`src/rtl/alu_result_stage_pkg.sv`:
```
// Shared constants and types for the ALU result stage.
// Covers opcodes, condition codes, SR flag bit positions and the write-back entry.
package alu_result_stage_pkg;

    localparam int DATA_W = 16;
    localparam int ADDR_W = 4;
    localparam int DEPTH  = 2;

    localparam logic [3:0] ALU_OP_ADD = 4'd0;
    localparam logic [3:0] ALU_OP_SUB = 4'd1;
    localparam logic [3:0] ALU_OP_MUL = 4'd2;
    localparam logic [3:0] ALU_OP_AND = 4'd3;
    localparam logic [3:0] ALU_OP_OR  = 4'd4;
    localparam logic [3:0] ALU_OP_XOR = 4'd5;
    localparam logic [3:0] ALU_OP_NOR = 4'd6;
    localparam logic [3:0] ALU_OP_SLL = 4'd7;
    localparam logic [3:0] ALU_OP_SRL = 4'd8;
    localparam logic [3:0] ALU_OP_ROL = 4'd9;
    localparam logic [3:0] ALU_OP_SWP = 4'd10;

    localparam int FLAG_C = 0;
    localparam int FLAG_Z = 1;
    localparam int FLAG_N = 2;
    localparam int FLAG_V = 3;
    localparam int FLAG_S = 4;

    typedef enum logic [3:0] {
        COND_EQ, COND_NE, COND_CS, COND_CC,
        COND_MI, COND_PL, COND_VS, COND_VC,
        COND_LT, COND_GE, COND_GT, COND_LE,
        COND_HI, COND_LS, COND_AL, COND_NV
    } cond_e;

    typedef struct packed {
        logic [ADDR_W-1:0] addr;
        logic [DATA_W-1:0] data;
    } wb_entry_t;

endpackage

```
`src/rtl/alu_result_stage_if.sv`:
```
// ALU-result input handshake and register-file write-back handshake.
interface alu_result_stage_if;
    import alu_result_stage_pkg::*;

    logic              in_valid;
    logic              in_ready;
    logic [3:0]        in_ctrl;
    logic [DATA_W-1:0] in_y;
    logic [4:0]        in_flags;
    logic [ADDR_W-1:0] in_dest;
    logic              in_wen;
    logic              in_fwe;
    logic              wb_valid;
    logic              wb_ready;
    logic [ADDR_W-1:0] wb_addr;
    logic [DATA_W-1:0] wb_data;

    modport master (
        output in_valid, in_ctrl, in_y, in_flags, in_dest, in_wen, in_fwe, wb_ready,
        input  in_ready, wb_valid, wb_addr, wb_data
    );

    modport slave (
        input  in_valid, in_ctrl, in_y, in_flags, in_dest, in_wen, in_fwe, wb_ready,
        output in_ready, wb_valid, wb_addr, wb_data
    );

endinterface

```
`src/rtl/alu_result_stage_wb_fifo2.sv`:
```
// Two-entry write-back FIFO; head entry is read straight from register storage.
// No bypass: a full FIFO reports not-ready even when it is popped that cycle.
module wb_fifo2
    import alu_result_stage_pkg::*;
(
    input  logic      clk,
    input  logic      reset,
    input  logic      push,
    input  wb_entry_t din,
    output logic      ready,
    input  logic      pop_ready,
    output logic      valid,
    output wb_entry_t dout
);

    localparam logic [1:0] FULL_COUNT = 2'd2;

    logic [1:0] count_reg;
    logic [1:0] count_next;
    logic       wr_ptr_reg;
    logic       rd_ptr_reg;
    logic       push_ok;
    logic       pop_ok;
    wb_entry_t  mem_reg [DEPTH];

    assign valid   = (count_reg != 2'd0);
    assign ready   = (count_reg != FULL_COUNT);
    assign push_ok = push & ready;
    assign pop_ok  = valid & pop_ready;
    assign dout    = mem_reg[rd_ptr_reg];

    always_comb begin
        count_next = count_reg;
        case ({push_ok, pop_ok})
            2'b10:   count_next = count_reg + 2'd1;
            2'b01:   count_next = count_reg - 2'd1;
            default: count_next = count_reg;
        endcase
    end

    always_ff @(posedge clk) begin
        if (reset) begin
            count_reg  <= 2'd0;
            wr_ptr_reg <= 1'b0;
            rd_ptr_reg <= 1'b0;
        end else begin
            count_reg <= count_next;
            if (push_ok) wr_ptr_reg <= ~wr_ptr_reg;
            if (pop_ok)  rd_ptr_reg <= ~rd_ptr_reg;
        end
    end

    // Storage is cleared on reset so the idle head reads back as zero.
    genvar gi;
    generate
        for (gi = 0; gi < DEPTH; gi++) begin : g_entry
            always_ff @(posedge clk) begin
                if (reset) begin
                    mem_reg[gi] <= '0;
                end else if (push_ok && (wr_ptr_reg == 1'(gi))) begin
                    mem_reg[gi] <= din;
                end
            end
        end
    endgenerate

endmodule

```
`src/rtl/alu_result_stage.sv`:
```
// ALU result stage: queues write-backs, maintains the status register and
// evaluates branch conditions against the registered SR.
module alu_result_stage
    import alu_result_stage_pkg::*;
(
    input  logic              clk,
    input  logic              reset,
    alu_result_stage_if.slave bus,
    input  logic              sr_load,
    input  logic [4:0]        sr_wdata,
    output logic [4:0]        sr,
    input  logic [3:0]        cond_sel,
    output logic              cond_true
);

    logic      accept;
    logic      fifo_ready;
    logic      fifo_valid;
    wb_entry_t fifo_din;
    wb_entry_t fifo_dout;
    logic [4:0] flag_mask;
    logic [4:0] sr_reg;

    assign accept        = bus.in_valid & fifo_ready;
    assign bus.in_ready  = fifo_ready;
    assign fifo_din.addr = bus.in_dest;
    assign fifo_din.data = bus.in_y;

    wb_fifo2 u_fifo (
        .clk       (clk),
        .reset     (reset),
        .push      (accept & bus.in_wen),
        .din       (fifo_din),
        .ready     (fifo_ready),
        .pop_ready (bus.wb_ready),
        .valid     (fifo_valid),
        .dout      (fifo_dout)
    );

    assign bus.wb_valid = fifo_valid;
    assign bus.wb_addr  = fifo_dout.addr;
    assign bus.wb_data  = fifo_dout.data;

    // Arithmetic ops own every flag; logic/shift/mul ops only N and Z.
    always_comb begin
        flag_mask = '0;
        case (bus.in_ctrl)
            ALU_OP_ADD, ALU_OP_SUB: flag_mask = '1;
            ALU_OP_MUL, ALU_OP_AND, ALU_OP_OR, ALU_OP_XOR, ALU_OP_NOR,
            ALU_OP_SLL, ALU_OP_SRL, ALU_OP_ROL, ALU_OP_SWP: begin
                flag_mask[FLAG_N] = 1'b1;
                flag_mask[FLAG_Z] = 1'b1;
            end
            default: flag_mask = '0;
        endcase
    end

    always_ff @(posedge clk) begin
        if (reset) begin
            sr_reg <= '0;
        end else if (sr_load) begin
            sr_reg <= sr_wdata;
        end else if (accept && bus.in_fwe) begin
            sr_reg <= (sr_reg & ~flag_mask) | (bus.in_flags & flag_mask);
        end
    end

    assign sr = sr_reg;

    always_comb begin
        cond_true = 1'b0;
        case (cond_e'(cond_sel))
            COND_EQ: cond_true =  sr_reg[FLAG_Z];
            COND_NE: cond_true = ~sr_reg[FLAG_Z];
            COND_CS: cond_true =  sr_reg[FLAG_C];
            COND_CC: cond_true = ~sr_reg[FLAG_C];
            COND_MI: cond_true =  sr_reg[FLAG_N];
            COND_PL: cond_true = ~sr_reg[FLAG_N];
            COND_VS: cond_true =  sr_reg[FLAG_V];
            COND_VC: cond_true = ~sr_reg[FLAG_V];
            COND_LT: cond_true =  sr_reg[FLAG_S];
            COND_GE: cond_true = ~sr_reg[FLAG_S];
            COND_GT: cond_true = ~sr_reg[FLAG_Z] & ~sr_reg[FLAG_S];
            COND_LE: cond_true =  sr_reg[FLAG_Z] |  sr_reg[FLAG_S];
            COND_HI: cond_true =  sr_reg[FLAG_C] & ~sr_reg[FLAG_Z];
            COND_LS: cond_true = ~sr_reg[FLAG_C] |  sr_reg[FLAG_Z];
            COND_AL: cond_true = 1'b1;
            COND_NV: cond_true = 1'b0;
        endcase
    end

endmodule

```
`src/flat_wrapper.sv`:
```
// flat-port wrapper written by rule: the top's interface ports become plain ports
module alu_result_stage_flat import alu_result_stage_pkg::*;
  (clk, reset, sr_load, sr_wdata, sr, cond_sel, cond_true, bus_in_valid, bus_in_ctrl, bus_in_y, bus_in_flags, bus_in_dest, bus_in_wen, bus_in_fwe, bus_wb_ready, bus_in_ready, bus_wb_valid, bus_wb_addr, bus_wb_data);
  alu_result_stage_if bus_i ();
  input  logic clk;
  input  logic reset;
  input  logic sr_load;
  input  logic [4:0] sr_wdata;
  output logic [4:0] sr;
  input  logic [3:0] cond_sel;
  output logic cond_true;
  input wire logic [$bits(bus_i.in_valid)-1:0] bus_in_valid;
  input wire logic [$bits(bus_i.in_ctrl)-1:0] bus_in_ctrl;
  input wire logic [$bits(bus_i.in_y)-1:0] bus_in_y;
  input wire logic [$bits(bus_i.in_flags)-1:0] bus_in_flags;
  input wire logic [$bits(bus_i.in_dest)-1:0] bus_in_dest;
  input wire logic [$bits(bus_i.in_wen)-1:0] bus_in_wen;
  input wire logic [$bits(bus_i.in_fwe)-1:0] bus_in_fwe;
  input wire logic [$bits(bus_i.wb_ready)-1:0] bus_wb_ready;
  output wire logic [$bits(bus_i.in_ready)-1:0] bus_in_ready;
  output wire logic [$bits(bus_i.wb_valid)-1:0] bus_wb_valid;
  output wire logic [$bits(bus_i.wb_addr)-1:0] bus_wb_addr;
  output wire logic [$bits(bus_i.wb_data)-1:0] bus_wb_data;
  assign bus_i.in_valid = bus_in_valid;
  assign bus_i.in_ctrl = bus_in_ctrl;
  assign bus_i.in_y = bus_in_y;
  assign bus_i.in_flags = bus_in_flags;
  assign bus_i.in_dest = bus_in_dest;
  assign bus_i.in_wen = bus_in_wen;
  assign bus_i.in_fwe = bus_in_fwe;
  assign bus_i.wb_ready = bus_wb_ready;
  assign bus_in_ready = bus_i.in_ready;
  assign bus_wb_valid = bus_i.wb_valid;
  assign bus_wb_addr = bus_i.wb_addr;
  assign bus_wb_data = bus_i.wb_data;
  alu_result_stage u_core (.clk(clk), .reset(reset), .bus(bus_i), .sr_load(sr_load), .sr_wdata(sr_wdata), .sr(sr), .cond_sel(cond_sel), .cond_true(cond_true));
endmodule
```
`config.mk`:
```
export PLATFORM = sky130hd
export DESIGN_NAME = alu_result_stage_flat
export DESIGN_NICKNAME = d
export VERILOG_FILES = /design/src/rtl/alu_result_stage_pkg.sv /design/src/rtl/alu_result_stage_if.sv /design/src/rtl/alu_result_stage_wb_fifo2.sv /design/src/rtl/alu_result_stage.sv /design/src/flat_wrapper.sv
export SDC_FILE = /design/constraint.sdc
export NUM_CORES = 1
export LEC_CHECK = 0
export ABC_AREA = 1
export CAP_MARGIN = 20
export CORE_ASPECT_RATIO = 1.75
export CORE_MARGIN = 2
export CORE_UTILIZATION = 47
export DETAILED_ROUTE_END_ITERATION = 8
export PLACE_DENSITY_LB_ADDON = 0.1
export SLEW_MARGIN = 20
export SYNTH_ARGS = -nofsm -noshare
export SYNTH_HDL_FRONTEND = slang
export SYNTH_SLANG_ARGS = --single-unit
```
`constraint.sdc`:
```
create_clock -name clk -period 3.69 [get_ports clk]
set_clock_uncertainty 0.15 [all_clocks]
set_input_delay 0.5535 -clock clk [delete_from_list [all_inputs] [get_ports clk]]
set_output_delay 0.5535 -clock clk [all_outputs]
set_load 0.1 [all_outputs]
```
==> impl_metrics.yaml <==
sta:
  finalHoldViolations: 0
  fin_ws_ns: 1.02
  whs_ns: 0.316
  rsz0062_at_grt: "no"
  tightest_slew_ns: 0.978
  finalCriticalPeriod_ns: 2.67
  max_freq_mhz: 375
  tns_ns: 0
  slew_headroom: 0.346
  drv_slew: 0
  min_period_over_period: 0.724
  setup_viol: 0
critical_path:
  worstPathRequired_ns: 2.99
  worstSetupPathType: "input pin to output port"
  reg2regPathDepth: 4
  reg2reg_from: "u_core.u_fifo.count_reg[0]"
  crit_fanout: 8
  r2r_setup_slack_ns: 1.93
  start_kind: "input pin"
  arrival_ns: 1.97
  crit_path_end: "cond_true"
  endpoint_kind: "output port"
  worstReg2RegEnd: "u_core.u_fifo.mem_reg[1][14]"
  startpoint: "cond_sel[0]"
synth:
  synthAdderAreaFrac: 0.00517
  synth_top_area_frac: 0.497
  synthSimpleGateAreaFrac: 0.182
  ys_seq_area_frac: 0.579
  synth_top_family_by_area: "simple AND/OR/NAND/NOR gates"
  synth-seq-cells: 50
  ys_types: 24
  yosysTopAreaCell: "edfxtp_1"
  yosys_warnings: 0
  synth_area_leaders: "edfxtp_1, mux2_2, nor2_1, dfxtp_1, inv_1"
  synth_xor_area_frac: 0
  synth_compound_area_frac: 0.0600
  netlist_area_sq_um: 2420
  syn_nets: 288
  netlist_instances: 242
  syn_area_per_cell_sq_um: 9.99
  yosys-mux-area-fraction: 0.0931
global_route:
  grt_max_degree: 22
  grt-ovfl-total: 0
  first_global_vias: 1990
  grt_use_total: 0.188
  grt_pass1_wl_um: 8400
  antenna_found_initial: 0
floorplan:
  core_sq_um: 4980
  die_area_sq_um: 5760
  die_x_um: 58.2
  fp-row-count: 34
  die_y_um: 98.9
  ios: 73
  start_util: 0.486
power:
  power_leakage_nw: 1.41
  power.density_nw_per_um2: 500
  ir_drop_uv: 371
  power_mw: 1.61
layout:
  stdcell_count: 369
  multi_input_area_sq_um: 845
  final_util: 0.648
  syn_to_final_growth_pct: 33.4
  register_area_sq_um: 1400
  n_fill_cell: 446
  final_area_sq_um: 3230
  drive_gt1_frac: 0.187
  insertedDiodeCount: 0
  final_nets: 360
cts:
  clk_pin_slew_ns: 0.08
  cts_sinks: 50
  cts_buffer_depth: 2
  cts_hold_buffers: 0
  root_buffer: "clkbuf_8"
  cts_setup_buffers: 0
  cts_made_buffers: 5
  cts.repair.resized: 0
  h-tree-depth: 2
  clk_latency_ns: 0.29
  cts_tree: "done"
run:
  maxCapViolCount: 0
placement:
  port-buffer-count: 72
  detailed_place_hpwl_um: 3450
  gp_congestion: 0.797
  dpl.cell_count: 361
  place_ws_ns: 1.00
  placed_area_sq_um: 3100
drt:
  vias_per_cell: 5.03
  routedWlPerCell_um: 13.1
  firstDrtPassIters: 4
  drt_iter0_drc: 36
  drtAntennaViolNets: 0
  wl_um: 4830
  drc_errors: 0
  vias: 1855
outcome:
  status: "completed"
min_path:
  hold_class: "register to register"
## power breakdown
part / total [mW] / internal, mW / switching (mW)
clock: 0.382 / 0.202 / 0.180
combinational: 0.552 / 0.153 / 0.398
sequential: 0.679 / 0.650 / 0.0289
total: 1.61 / 1.01 / 0.607
## kinds of logic after synthesis
group                      Yosys count
and+or+nand+nor                    102
DFF                                 50
buffers and inverters               43
AOI/OAI and AO/OA                   26
muxes                               20
adders and majority gates            1
## metal layers
metal  GRT usage  wire length, um  share of wire
met4      0.0608               65          0.013
met3      0.0381              252          0.052
met5           0                0              0
met2       0.362             2750           0.57
met1       0.193             1760           0.37
## synthesized netlist by cell type
cell       n
buf_6      4
edfxtp_1  40
nor3_1     1
nand3_1    5
a21oi_1   11
nand3_2    1
nand4_1    2
dfxtp_1   10
buf_2      3
o21ai_1    1
inv_2      1
o21ai_0    8
nand2_1   29
inv_1     35
nor2_1    56
a21boi_0   4
mux2_2    20
nor2_2     3
a21boi_1   2
ha_1       1
nand2_2    2
nand3_4    1
nand3b_1   1
nand2_4    1
## area by class of cell
class	instances	area share
Tap cell	54	0.0209
Sequential cell	50	0.434
Timing Repair Buffer	72	0.207
Clock inverter	2	0.0116
Inverter	36	0.0419
Clock buffer	6	0.0225
Multi-Input combinational cell	149	0.262
## cell usage in the layout (no fill, tap or decap), drive strengths merged, types with 9 or more instances in the layout
cell type / netlist / routed
dfxtp: 10 / 10
mux2: 20 / 20
inv: 36 / 36
edfxtp: 40 / 40
clkdlybuf4s50: 0 / 51
nor2: 59 / 59
buf: 7 / 21
nand2: 32 / 32
a21oi: 11 / 11
o21ai: 9 / 9
## worst max-delay path, cell delays in order
cell and delay (ns):
clkdlybuf4s50_1 0.61, nand2_1 0.12, o21ai_0 0.10, nand3_1 0.09, nand2_1 0.08, nand2_1 0.05, nand4_1 0.07, buf_4 0.29
## worst min path at each step
stage	from	to	slack (ns)	cells after the start
floorplan	u_core.u_fifo.rd_ptr_reg	register	0.28	1
global placement	u_core.u_fifo.rd_ptr_reg	u_core.u_fifo.rd_ptr_reg	0.29	1
detailed placement	u_core.u_fifo.rd_ptr_reg	register	0.30	1
CTS	u_core.u_fifo.rd_ptr_reg	register	0.31	1
global route	u_core.u_fifo.rd_ptr_reg	u_core.u_fifo.rd_ptr_reg	0.34	1
finish	u_core.u_fifo.rd_ptr_reg	u_core.u_fifo.rd_ptr_reg	0.32	1
Note: power is estimated with default switching activity, not from simulation.
==> patch 1, RTL diff (same flow settings) <==
The package constant `DATA_W` goes from 16 to 32.
--- a/src/rtl/alu_result_stage_pkg.sv
+++ b/src/rtl/alu_result_stage_pkg.sv
@@ -2,7 +2,7 @@
 // Covers opcodes, condition codes, SR flag bit positions and the write-back entry.
 package alu_result_stage_pkg;
 
-    localparam int DATA_W = 16;
+    localparam int DATA_W = 32;
     localparam int ADDR_W = 4;
     localparam int DEPTH  = 2;
 
Interface: changed (resized bus_in_y and bus_wb_data); port bits go from 73 to 105. The function was not compared with the original's and may differ.
==> patch 1 against the unedited design <==
Design area grew 58%. Sequential cell count increased by 32. Synthesized area is 58% higher. Total power rose by 72%. First-iteration DRC count grew to 5.4 times the old value. Sequential power up 65%. Critical path depth fell by 7. Via count is 42% higher. Setup slack got worse by 24 ps. Routed wire length is 50% higher. Critical endpoint is now sr[1].
==> patch 1: results (changes against the unedited design) <==
\begin{tabular}{lr}
\hline
Metric & Value \\
\hline
\multicolumn{2}{l}{\textbf{Finish}} \\
Final cell utilization of the core & 64.6\% (-0.27 points) \\
Fraction of layout instances using a drive strength above 1 & 25.2\% (+6.4 points) \\
Net count of the finished layout & 510 (+42\%) \\
\multicolumn{2}{l}{\textbf{Critical path}} \\
Max stage delay on crit path & 1190 ps (+580 ps) \\
Register-to-register setup slack & 1540 ps (-390 ps) \\
Data arrival time of the critical path & 1990 ps (+20 ps) \\
Endpoint of the worst-slack reg-to-reg timing path & u\_core.u\_fifo.mem\_reg[1][26] \\
Reg2Reg Depth & 5 (+1) \\
Kind of critical path & flop to primary output \\
\multicolumn{2}{l}{\textbf{Clock tree}} \\
Clock transition at the registers of the reported paths & 60 ps (-20 ps) \\
Source-to-sink clock delay at the later pin of the worst-skew pair & 330 ps (+40 ps) \\
Root Buffer Master & sky130\_fd\_sc\_hd\_\_clkbuf\_16 \\
Clock buffer count from CTS & 9 (+4) \\
\multicolumn{2}{l}{\textbf{Global route}} \\
Global routing usage summed across all routing layers & 17.5\% (-1.3 points) \\
Pin count of the biggest net entering global routing & 37 (+68\%) \\
\multicolumn{2}{l}{\textbf{Place}} \\
Weighted congestion at the end of routability-driven global placement & 0.726 (-9.0\%) \\
Post-DP HPWL & 4840 um (+40\%) \\
Placement Cell Area & 0.00483 mm\^{}2 (+56\%) \\
\multicolumn{2}{l}{\textbf{Yosys}} \\
Share of synthesized area occupied by flip-flops and latches & 61.7\% (+3.8 points) \\
Share of synthesized cell area in full adder, half adder and majority cells & 0.327\% (-0.19 points) \\
Post-synth EDFFs & 72 (+80\%) \\
Cell types occupying the most area after synthesis & sky130\_fd\_sc\_hd\_\_edfxtp\_1 57\%, sky130\_fd\_sc\_hd\_\_mux2\_2 11\%, sky130\_fd\_sc\_hd\_\_nor2\_1 6.7\%, sky130\_fd\_sc\_hd\_\_dfxtp\_1 5.2\%, sky130\_fd\_sc\_hd\_\_inv\_1 5.1\% \\
Post-synthesis mux area share & 10.6\% (+1.3 points) \\
Top cells by count, synth & 72 x sky130\_fd\_sc\_hd\_\_edfxtp\_1, 68 x sky130\_fd\_sc\_hd\_\_nor2\_1, 52 x sky130\_fd\_sc\_hd\_\_inv\_1, 36 x sky130\_fd\_sc\_hd\_\_mux2\_2, 32 x sky130\_fd\_sc\_hd\_\_nand2\_1 \\
Post-synth net total & 404 (+40\%) \\
Post-Syn Area per Cell & 11.2 um\^{}2 (+12\%) \\
\multicolumn{2}{l}{\textbf{Drt}} \\
Detailed router's first-iteration violation count & 193 (+440\%) \\
Via-per-instance ratio & 4.86 (-3.4\%) \\
\multicolumn{2}{l}{\textbf{Pwr}} \\
Total leakage power & 2.22 nW (+58\%) \\
Largest vdd supply drop & 288 uV (-22\%) \\
\multicolumn{2}{l}{\textbf{STA}} \\
Measured slew at the worst slew-check pin & 973 ps (-5.00 ps) \\
Worst Hold Margin & 297 ps (-18.5 ps) \\
\multicolumn{2}{l}{\textbf{Run status}} \\
Run status & complete, no violations \\
\hline
\end{tabular}
-- patch 1: cell count changes in the layout (fill, tap and decap cells not counted), moves of 3 or more --
cell | unedited run | this run
sky130_fd_sc_hd__buf_4 | 21 | 39
sky130_fd_sc_hd__clkdlybuf4s50_1 | 51 | 67
sky130_fd_sc_hd__edfxtp_1 | 40 | 72
sky130_fd_sc_hd__clkbuf_8 | 5 | 2
sky130_fd_sc_hd__mux2_2 | 20 | 36
sky130_fd_sc_hd__nand2_1 | 29 | 32
sky130_fd_sc_hd__clkbuf_16 | 0 | 9
sky130_fd_sc_hd__clkbuf_1 | 1 | 5
sky130_fd_sc_hd__nor2_2 | 3 | 18
sky130_fd_sc_hd__nor2_1 | 56 | 68
sky130_fd_sc_hd__inv_1 | 35 | 52
-- patch 1: where the power goes --
group | switching (W) | internal, W
Sequential | 0.0000453 | 0.00108
Combinational | 0.000621 | 0.000229
Clock | 0.000316 | 0.000494
-- patch 1: cells by family (layout without fill, tap and decap cells) --
kind of cell	Yosys count	count (layout)
flops	82	82
simple gates	132	132
fa+ha+maj	1	1
mux	36	36
compound gates	27	27
buf+inv	64	175
-- patch 1: final cells by class --
cell class / instances / share of cell area [%]
clock buffers: 16 / 5.32
inverters: 53 / 3.90
multi-input cells: 196 / 23.4
flip-flops and latches: 82 / 46.3
well taps: 90 / 2.21
repair buffers: 106 / 18.9
-- patch 1: metal layers --
metal | global-route usage, % | part of all wire [%] | vias to the layer above
met4 | 7.43 | 1.7 | 0
met1 | 18.0 | 37 | 1222
met5 | 0 | 0 | -
met2 | 31.8 | 55 | 76
li1 | - | - | 1332
met3 | 5.70 | 6.5 | 7
==> patch 2, RTL diff (same settings) <==
Made on the original files. Reset style: asynchronous (`reset`), changed in 3 clocked blocks.
--- a/src/rtl/alu_result_stage_wb_fifo2.sv
+++ b/src/rtl/alu_result_stage_wb_fifo2.sv
@@ -38,7 +38,7 @@
         endcase
     end
 
-    always_ff @(posedge clk) begin
+    always_ff @(posedge clk or posedge reset) begin
         if (reset) begin
             count_reg  <= 2'd0;
             wr_ptr_reg <= 1'b0;
@@ -54,7 +54,7 @@
     genvar gi;
     generate
         for (gi = 0; gi < DEPTH; gi++) begin : g_entry
-            always_ff @(posedge clk) begin
+            always_ff @(posedge clk or posedge reset) begin
                 if (reset) begin
                     mem_reg[gi] <= '0;
                 end else if (push_ok && (wr_ptr_reg == 1'(gi))) begin
--- a/src/rtl/alu_result_stage.sv
+++ b/src/rtl/alu_result_stage.sv
@@ -55,7 +55,7 @@
         endcase
     end
 
-    always_ff @(posedge clk) begin
+    always_ff @(posedge clk or posedge reset) begin
         if (reset) begin
             sr_reg <= '0;
         end else if (sr_load) begin
Behaviour: differs if reset is asserted again (counterexample within 4 cycles, from zero or initial values and one cycle with reset high); with reset held inactive, the same outputs for 10 cycles.
==> patch 2 against the unedited design <==
The run now ends with design-rule violations left. Design area decreased by 0.62%. Setup slack got worse by 49 ps. Highest routed layer unchanged. Synthesized area increased by 1.7%. Routed wire length increased by 2.8%. Sequential cell count decreased by 1. First-iteration DRC count increased to 2.6 times the old value.
Power is not shown: default switching activity piles up to over one toggle a cycle in this logic, so the estimate is an artifact.
==> patch 2: results (changes against the unedited design) <==
\begin{tabular}{lr}
\hline
Metric & Value \\
\hline
\multicolumn{2}{l}{\textbf{Yosys}} \\
Post-synth net total & 318 (+10\%) \\
Post-Syn Area per Cell & 9.04 um\^{}2 (-9.5\%) \\
Share of synthesized area occupied by flip-flops and latches & 49.8\% (-8.1 points) \\
Async set-reset flop share out of synthesis & 100\% (+100 points) \\
Yosys cell types & 21 (-13\%) \\
\multicolumn{2}{l}{\textbf{STA}} \\
Measured slew at the worst slew-check pin & 971 ps (-6.84 ps) \\
\multicolumn{2}{l}{\textbf{Global route}} \\
Pin count of the biggest net entering global routing & 50 (+130\%) \\
Global-route wire length before repair & 8450 um (+0.57\%) \\
Via count of the first global-routing pass & 1,938 (-2.6\%) \\
Global routing usage summed across all routing layers & 18.7\% (-0.068 points) \\
\multicolumn{2}{l}{\textbf{Finish}} \\
Final cell utilization of the core & 63.9\% (-0.95 points) \\
Number of inserted filler cells in the final layout & 453 (+1.6\%) \\
Net count of the finished layout & 387 (+7.5\%) \\
Commonest non-fill, non-tap cell in the layout & sky130\_fd\_sc\_hd\_\_nand2\_1 \\
Fraction of layout instances using a drive strength above 1 & 21.4\% (+2.7 points) \\
\multicolumn{2}{l}{\textbf{Critical path}} \\
RR Startpoint & u\_core.u\_fifo.count\_reg[0] \\
Crit Path Max Fanout & 3 (-5) \\
Data arrival time of the critical path & 2020 ps (+50 ps) \\
Launch point of the worst path & u\_core.u\_fifo.count\_reg[1] \\
Kind of critical path & flop to primary output \\
Max stage delay on crit path & 1130 ps (+520 ps) \\
\multicolumn{2}{l}{\textbf{Place}} \\
Worst slack at placement & 1070 ps (+67.9 ps) \\
Post-DP HPWL & 3590 um (+3.8\%) \\
Placement Cell Area & 0.00312 mm\^{}2 (+0.73\%) \\
Placed cell count & 388 (+7.5\%) \\
\multicolumn{2}{l}{\textbf{Drt}} \\
Final WL & 4970 um (+2.8\%) \\
Via total after detailed routing & 1,982 (+6.8\%) \\
DRC Markers & 3 (+3) \\
Number of detailed-route iterations in the first pass & 7 (+3) \\
Detailed router's first-iteration violation count & 95 (+160\%) \\
\multicolumn{2}{l}{\textbf{Worst hold path}} \\
Start point of the worst min-delay path & u\_core.u\_fifo.mem\_reg[6] \\
\multicolumn{2}{l}{\textbf{Run status}} \\
Violated checks & design-rule violations \\
Run status & complete, but fails checks \\
\multicolumn{2}{l}{\textbf{Clock tree}} \\
Source-to-sink clock delay at the later pin of the worst-skew pair & 300 ps \\
\hline
\end{tabular}
==> patch 2: changes by cell type after synthesis, sizes merged, moves of 2 or more <==
cell,unedited run,this run
inv,36,33
dfrtp,0,49
nor2,59,10
a21boi,6,1
a21oi,11,1
nand2,32,76
nand3,7,9
clkbuf,0,6
buf,7,5
edfxtp,40,0
o21ai,9,52
xnor2,0,2
dfxtp,10,0
==> patch 2: worst paths after layout <==
path                                             end  slack, ps  cells after the start
setup / recovery                        bus_wb_valid        970                      3
hold / removal              u_core.u_fifo.mem_reg[6]        330                      2
setup reg to reg           u_core.u_fifo.mem_reg[38]       1770                      6
hold reg to reg             u_core.u_fifo.mem_reg[6]        330                      2
max in group asynchronous   u_core.u_fifo.mem_reg[6]       2340                      2
min in group asynchronous  u_core.u_fifo.mem_reg[34]        550                      2
==> patch 2: routing by layer <==
metal	vias to the layer above	routed length [um]	global-route usage, %
met5	-	0	0
met4	0	114	7.87
met3	10	202	4.16
met2	44	2700	33.5
met1	917	1950	20.6
li1	1011	-	-
==> patch 2: layout make-up <==
type,instances,share of cell area [%]
clock inverters,1,0.273
inverters,33,3.90
repair buffers,73,21.1
flip-flops and latches,49,38.2
well taps,54,2.11
clock buffers,6,2.26
multi-input cells,179,32.1
==> patch 2: logic make-up (layout without fill, tap and decap cells) <==
group	after synthesis	in the layout	synth area share, %
AO/OA/AOI/OAI	54	54	14.6
adder cells (fa/ha/maj)	1	1	0.509
XOR/XNOR	3	3	1.07
AND/OR/NAND/NOR	101	101	16.6
multiplexers	20	20	9.16
flip-flops	49	49	49.8
buffers and inverters	44	113	8.24
==> patch 2: worst max-delay path: cells and delay by family, from the launching register on <==
family	cells	cell delay [ps]
and+or+nand+nor	1	90
DFF	1	420
buffers and inverters	2	1210
